### src/rtl/mem_addr_seq.sv
// Registered memory-address sequencer: picks a source or exception vector,
// then issues single or multi-beat reads with MEM_LAT wait cycles per beat.
module mem_addr_seq #(
  parameter int ADDR_W    = 32,
  parameter int NUM_SRC   = 6,
  parameter int SEL_W     = 3,
  parameter int VEC_BASE  = 253,
  parameter int STRIDE    = 4,
  parameter int MEM_LAT   = 1,
  parameter int MAX_BURST = 4
) (
  input  logic                      clk,
  input  logic                      reset,
  input  logic [SEL_W-1:0]          sel,
  input  logic [NUM_SRC*ADDR_W-1:0] src_addr,
  input  logic                      start,
  input  logic [2:0]                burst_len,
  input  logic                      exc_req,
  input  logic [1:0]                exc_code,
  output logic [ADDR_W-1:0]         mem_addr,
  output logic                      mem_rd,
  output logic                      beat_valid,
  output logic [2:0]                beat_idx,
  output logic                      busy,
  output logic                      done
);

  typedef enum logic [1:0] {IDLE, ISSUE, WAIT, DONE} state_t;

  localparam logic [1:0] LAT  = 2'(MEM_LAT);
  localparam logic [2:0] MAXB = 3'(MAX_BURST);

  state_t            state;
  logic [1:0]        wait_cnt;
  logic [2:0]        last_idx;
  logic [ADDR_W-1:0] sel_addr;
  logic [ADDR_W-1:0] vec_addr;
  logic [ADDR_W-1:0] acc_addr;
  logic [2:0]        acc_last;
  logic              beat_end;
  logic              last_beat;

  // Out-of-range selects fall through to address 0.
  always_comb begin
    sel_addr = '0;
    for (int i = 0; i < NUM_SRC; i++) begin
      if (sel == SEL_W'(i)) sel_addr = src_addr[i*ADDR_W +: ADDR_W];
    end
  end

  always_comb begin
    vec_addr = ADDR_W'(VEC_BASE) + ADDR_W'((exc_code == 2'd3) ? 2'd2 : exc_code);
    acc_addr = exc_req ? vec_addr : sel_addr;
    if (exc_req || burst_len == 3'd0) acc_last = 3'd0;
    else if (burst_len > MAXB)        acc_last = MAXB - 3'd1;
    else                              acc_last = burst_len - 3'd1;
  end

  // beat_end marks the cycle in which the current beat's data is valid.
  assign beat_end  = (state == ISSUE && LAT == 2'd0) || (state == WAIT && wait_cnt == LAT);
  assign last_beat = (beat_idx == last_idx);

  always_ff @(posedge clk or negedge reset) begin
    if (!reset) begin
      state      <= IDLE;
      mem_addr   <= '0;
      mem_rd     <= 1'b0;
      beat_valid <= 1'b0;
      beat_idx   <= 3'd0;
      busy       <= 1'b0;
      done       <= 1'b0;
      wait_cnt   <= 2'd0;
      last_idx   <= 3'd0;
    end else begin
      done <= 1'b0;
      case (state)
        IDLE: begin
          if (exc_req || start) begin
            state      <= ISSUE;
            mem_addr   <= acc_addr;
            last_idx   <= acc_last;
            beat_idx   <= 3'd0;
            mem_rd     <= 1'b1;
            busy       <= 1'b1;
            beat_valid <= (LAT == 2'd0);
          end
        end
        ISSUE, WAIT: begin
          if (beat_end) begin
            if (last_beat) begin
              state      <= DONE;
              mem_rd     <= 1'b0;
              beat_valid <= 1'b0;
              busy       <= 1'b0;
              done       <= 1'b1;
            end else begin
              state      <= ISSUE;
              mem_addr   <= mem_addr + ADDR_W'(STRIDE);
              beat_idx   <= beat_idx + 3'd1;
              mem_rd     <= 1'b1;
              beat_valid <= (LAT == 2'd0);
            end
          end else if (state == ISSUE) begin
            state      <= WAIT;
            wait_cnt   <= 2'd1;
            mem_rd     <= 1'b0;
            beat_valid <= (LAT == 2'd1);
          end else begin
            wait_cnt   <= wait_cnt + 2'd1;
            beat_valid <= (wait_cnt + 2'd1 == LAT);
          end
        end
        DONE:    state <= IDLE;
        default: state <= IDLE;
      endcase
    end
  end

endmodule

### config.mk
export PLATFORM = sky130hd
export DESIGN_NAME = mem_addr_seq
export DESIGN_NICKNAME = d
export VERILOG_FILES = /design/src/rtl/mem_addr_seq.sv
export SDC_FILE = /design/constraint.sdc
export NUM_CORES = 1
export LEC_CHECK = 0
export BUFFER_PORTS_ARGS = -buffer_cell sky130_fd_sc_hd__buf_2
export CORE_ASPECT_RATIO = 0.9
export CORE_MARGIN = 3
export CORE_UTILIZATION = 42
export CTS_BUF_LIST = sky130_fd_sc_hd__clkbuf_4 sky130_fd_sc_hd__clkbuf_8
export CTS_CLUSTER_DIAMETER = 80
export DETAILED_ROUTE_END_ITERATION = 7
export PLACE_DENSITY = 0.79
export SYNTH_ARGS = -nofsm -noshare
export SYNTH_HDL_FRONTEND = slang
export SYNTH_SLANG_ARGS = --single-unit
### constraint.sdc
create_clock -name clk -period 2.02 [get_ports clk]
set_input_delay 0.404 -clock clk [delete_from_list [all_inputs] [get_ports clk]]
set_output_delay 0.404 -clock clk [all_outputs]
set_load 0.05 [all_outputs]
Yosys cells after proc, flatten, opt, wreduce, memory -nomap -nowiden
Index checks and enable logic that the tools add are counted.
{ "classes": {"n_eq_ne": 17, "mux": 39, "n_reduce_logical": 15, "magnitude_cmp": 1, "n_bitwise": 1, "add_sub_neg": 5} }
{ "ops": {"columns": ["cell", "n"], "rows": [
  ["two-way mux 32 bit", 10],
  ["one-hot mux 32 bit (2 select lines)", 1],
  ["adder 32 x 3 -> 32 bit, second input constant", 1],
  ["two-way mux 3 bit", 5],
  ["two-way mux 1 bit", 12],
  ["two-way mux 2 bit", 6],
  ["adder 8 x 2 -> 9 bit, first input constant", 1],
  ["inequality test 2 bit, second input constant", 4],
  ["AND reduction 2 bit", 4],
  ["AND reduction 4 bit", 2],
  ["== test 2 x 1 -> 1 bit, second input constant", 3],
  ["== test 2 bit, second input constant", 3],
  ["== test 3 x 2 -> 1 bit, second input constant", 2],
  ["== test 3 bit, second input constant", 2],
  ["zero test 3 bit", 2],
  ["one-hot mux 1 bit (2 select lines)", 3],
  ["one-hot mux 2 bit (3 select lines)", 1],
  ["one-hot mux 3 bit (2 select lines)", 1],
  ["adder 3 x 1 -> 3 bit, second input constant", 1],
  ["== test 3 x 1 -> 1 bit, second input constant", 1],
  ["== test 3 bit", 1],
  ["greater-than comparator 3 bit, second input constant", 1],
  ["inequality test 3 bit, second input constant", 1],
  ["AND reduction 3 bit", 1],
  ["other kinds (8)", 9]
]} }
{ "totals": {"ff_bits": 46, "in_bits": 204, "output_inout_bits": 39} }

Depth between registers and ports, before layout
{ "depth": {"depth_word": 10, "ltp_mapped": 9} }

Worst setup path after synthesis
No wires, ideal clock.
{ "synth_timing": {"path_type": "register to register", "start": "register mem_addr[4]", "end": "register mem_addr[27]", "required_ns": 1.896, "n_path_buf": 1, "arrival_time_ns": 2.250, "path_stages_with_launch": 7, "setup_slack_ns": -0.354, "path_cell_list": "dfrtp_1 > buf_2 > nand4_4 > nor4b_4 > nand4_1 > a32o_1 > a211o_1"} }
{ "synth_via": {"elab_chain_len": 4} }
{ "synth_rtl": {"columns": ["element", "line_no", "source"], "rows": [
  ["from (decl)", "20", "output logic [ADDR_W-1:0] mem_addr,"],
  ["from (signal assigned)", "80", "mem_addr <= acc_addr;"],
  ["from (signal assigned)", "98", "mem_addr <= mem_addr + ADDR_W'(STRIDE);"],
  ["adder 32 x 3 -> 32 bit", "98", null],
  ["two-way mux 32 bit", "90", "if (last_beat) begin"],
  ["two-way mux 32 bit", "89", "if (beat_end) begin"],
  ["one-hot mux 32 bit (2 select lines)", "76", "case (state)"]
]} }
Every way passes these cells. The select of a mux whose other input is x is not followed.
A chain may end at the register's enable or synchronous reset.

Worst setup path after layout
{ "layout_timing": {"start": "register state[0]", "end": "register mem_addr[15]"} }
{ "layout_via": {"elab_chain_len": 4, "elab_cells_between_ends": 11, "cone_classes": "eq/ne: 5; mux: 1; reduce/logical: 5"} }
{ "layout_rtl": {"columns": ["element", "line_no", "source"], "rows": [
  ["from (decl)", "33", "state_t state;"],
  ["from (signal assigned)", "65", "state <= IDLE;"],
  ["from (signal assigned)", "79", "state <= ISSUE;"],
  ["from (signal assigned)", "91", "state <= DONE;"],
  ["== test 2 x 1 -> 1 bit / == test 2 bit (equally long branches)", "76, 60", null],
  ["OR reduction 2 bit / logical AND 1 bit (equally long branches)", "76, 60", null],
  ["inequality test 2 bit (no source line) / nonzero test 2 bit (equally long branches)", null, null],
  ["AND reduction 4 bit (no source line)", null, null]
]} }
Several ways; a longest one is shown, not always the timed one.

==> impl_metrics.json <==
{
  "cp-end-kind": "flip-flop",
  "synth_cell_types": 70,
  "fillers": 833,
  "fin_skew_ps": 7.262,
  "crit_required_ps": 2200,
  "r2r_slack_ps": -80,
  "drv_cap": 0,
  "multiInputGateArea_um2": 3218,
  "area_growth_pct": 49.00,
  "synthTopCellsByArea": "dfrtp_1 (26%), mux2i_1 (9.3%), nand2_1 (6.2%), mux4_2 (6.1%), a21oi_1 (5.2%)",
  "critPathKind": "reg -> reg",
  "first_iter_violations": 407,
  "die_y_um": 103.4,
  "finalHoldViolations": 0,
  "yosys_most_used_dff": "dfrtp_1",
  "yosys.area.top_type": "dfrtp_1",
  "wire_per_inst_um": 19.28,
  "worstMarginPinSlew_ps": 616.3,
  "overflow": 0,
  "violations": "negative setup slack",
  "drc": 0,
  "track_usage": 0.2939,
  "async_flop_share": 1.000,
  "fin_setup_tns_ps": -453.2,
  "cts_buffers": 5,
  "cts_hold_repair.buffers": 0,
  "crit_family": "compound AO/OA/AOI/OAI gates",
  "vdd_drop_max_mv": 1.120,
  "ys_seq_elements": 46,
  "hpwlAfterDp_mm": 14.58,
  "seq_area_frac_synth": 0.2600,
  "ant_nets": 0,
  "routed_wl_mm": 18.60,
  "cp_cell_sequence": "inv_4, ha_4, or2_4, a211oi_4, nand2_4, clkbuf_16, o21ai_1, o311ai_1",
  "die_x_um": 114.2,
  "vias_per_cell": 5.936,
  "nets": 1053,
  "synth_warnings": 0,
  "arrival_ps": 2270,
  "fin_crit_ps": 2096,
  "grt_pass1_vias": 5612,
  "whs_ps": 189.9,
  "synth_top_area_frac": 0.2600,
  "grt_max_degree": 47,
  "cts.path.max_buffers": 2,
  "synth_edf_count": 0,
  "critPathMaxStageDelay_ps": 440,
  "drv_slew": 0,
  "cts.clk_slew.worst_paths_ps": 90,
  "grt_first_pass_wirelength_mm": 27.71,
  "ioPinCount": 243,
  "antenna_found_initial": 0,
  "fp.coreArea_um2": 9955,
  "core.rowCount": 34,
  "die-area_um2": 11810,
  "synth_common_cells": "nand2_1 (73), a21oi_1 (46), dfrtp_1 (46)",
  "drive_above_1_share": 0.4696,
  "powerDensity_nw_per_um2": 1499,
  "timing.final.crit_share": 1.038,
  "syn-num-nets": 769,
  "syn_area_um2": 4428,
  "outcome": "finished with violations",
  "grt_setup_unrepaired": "true",
  "first_pass_iters": 5,
  "fmax_mhz": 477.0,
  "via_count": 5728,
  "crit_buf_inv": 2,
  "setup_violations": 16,
  "yosysMostFrequentCell": "nand2_1",
  "h-tree-depth": 2,
  "cts_tree": "built",
  "worstSetupStartpointType": "flip-flop",
  "synthCells": 554,
  "finalWorstSetupSlack_ps": -76.39,
  "seq_area_um2": 1166,
  "slew-limit-headroom": 0.5891,
  "clock_latency_ps": 300,
  "n_antenna_cell": 0,
  "gp_congestion": 0.9140,
  "cpMaxStageDelayCell": "dfrtp_1",
  "place.port_buffers": 242,
  "cp_max_fo": 9,
  "p_leak_nw": 3.111,
  "hp-class": "in -> async",
  "synth.avg_cell_area_um2": 7.993,
  "clkSinkCount": 46,
  "root_buffer": "clkbuf_8",
  "start_util": 0.4448
}
## cells by family after synthesis
group	synth area share
xor gates and xnor gates	0.005935
AOI/OAI and AO/OA	0.2611
DFF	0.2600
buffers and inverters	0.05312
adders and majority gates	0.03334
muxes	0.1690
and+or+nand+nor	0.2176
## area by class of cell
class | count | share of cell area
Tap cell | 126 | 0.02390
Timing Repair Buffer | 314 | 0.2848
Clock buffer | 7 | 0.01365
Sequential cell | 46 | 0.1767
Clock inverter | 1 | 0.0007586
Inverter | 21 | 0.01233
Multi-Input combinational cell | 450 | 0.4878
## report_power, final
| group | total (mW) | switching, mW | internal, mW |
|---|---|---|---|
| registers | 1.83 | 0.489 | 1.34 |
| logic | 7.45 | 4.39 | 3.05 |
| clock network | 0.611 | 0.321 | 0.290 |
| total | 9.89 | 5.20 | 4.69 |
## sequential cells by signal (all words and copies together) (netlist names)
register    cells
busy            1
beat_idx        3
mem_addr       32
last_idx        3
state           2
beat_valid      1
wait_cnt        2
done            1
mem_rd          1
## per-layer routing
metal,routed length (µm),track usage,share of wire,up-vias
met4,578,0.09406,0.031,0
li1,-,-,-,2639
met2,9161,0.5252,0.49,311
met1,7085,0.3601,0.38,2728
met5,0,0,0,-
met3,1777,0.05701,0.096,50
## what timing repair did
action                     CTS  global route
gates cloned                 0             3
setup buffers                3            10
pin swaps                    4            16
gates resized for setup      8            33
setup endpoints to repair   20            22
## path summary, 6_finish.rpt
| check | from | end | cells after the start |
|---|---|---|---|
| min in group clk | exc_code[0] | mem_addr[0] | 4 |
| worst min register to register | mem_addr[0] | mem_addr[0] | 2 |
| worst max-delay path | state[0] | mem_addr[15] | 8 |
| worst min-delay path | reset | mem_addr[24] | 2 |
| worst max register to register | state[0] | mem_addr[15] | 8 |
| max in group asynchronous | reset | mem_addr[5] | 2 |
## cell usage in the layout, fill, tap and decap left out, types with 6 or more instances in the layout
cell      count
nor2_1       35
o21ai_0      39
o31ai_1       6
dfrtp_2      12
dfrtp_1      34
o21ai_1      16
or2_2         7
nand4_1      10
nand2_1      71
clkbuf_8      6
mux2i_1      41
o311ai_1      6
nand3_1      21
buf_4        61
buf_2       241
mux4_2       12
inv_1        18
a22oi_1       9
buf_12        6
and2_1        6
a21oi_1      44
ha_1          7
## per-stage QoR
stage / setup WS [ps] / power [mW] / utilization / instance area (µm²) / std cells
after floorplan: -62.57 / 5.671 / - / 4472 / 554
after global placement: 2.738 / 7.872 / 0.6192 / 6163 / 941
final: -76.39 / 9.888 / 0.6628 / 6598 / 965
after CTS: 4.919 / 8.821 / 0.6337 / 6309 / 952
after detailed placement: -77.45 / 8.044 / 0.6192 / 6163 / 941
after global routing: -94.70 / 10.47 / 0.6628 / 6598 / 965
No activity file was read; power rests on OpenSTA's default activity.
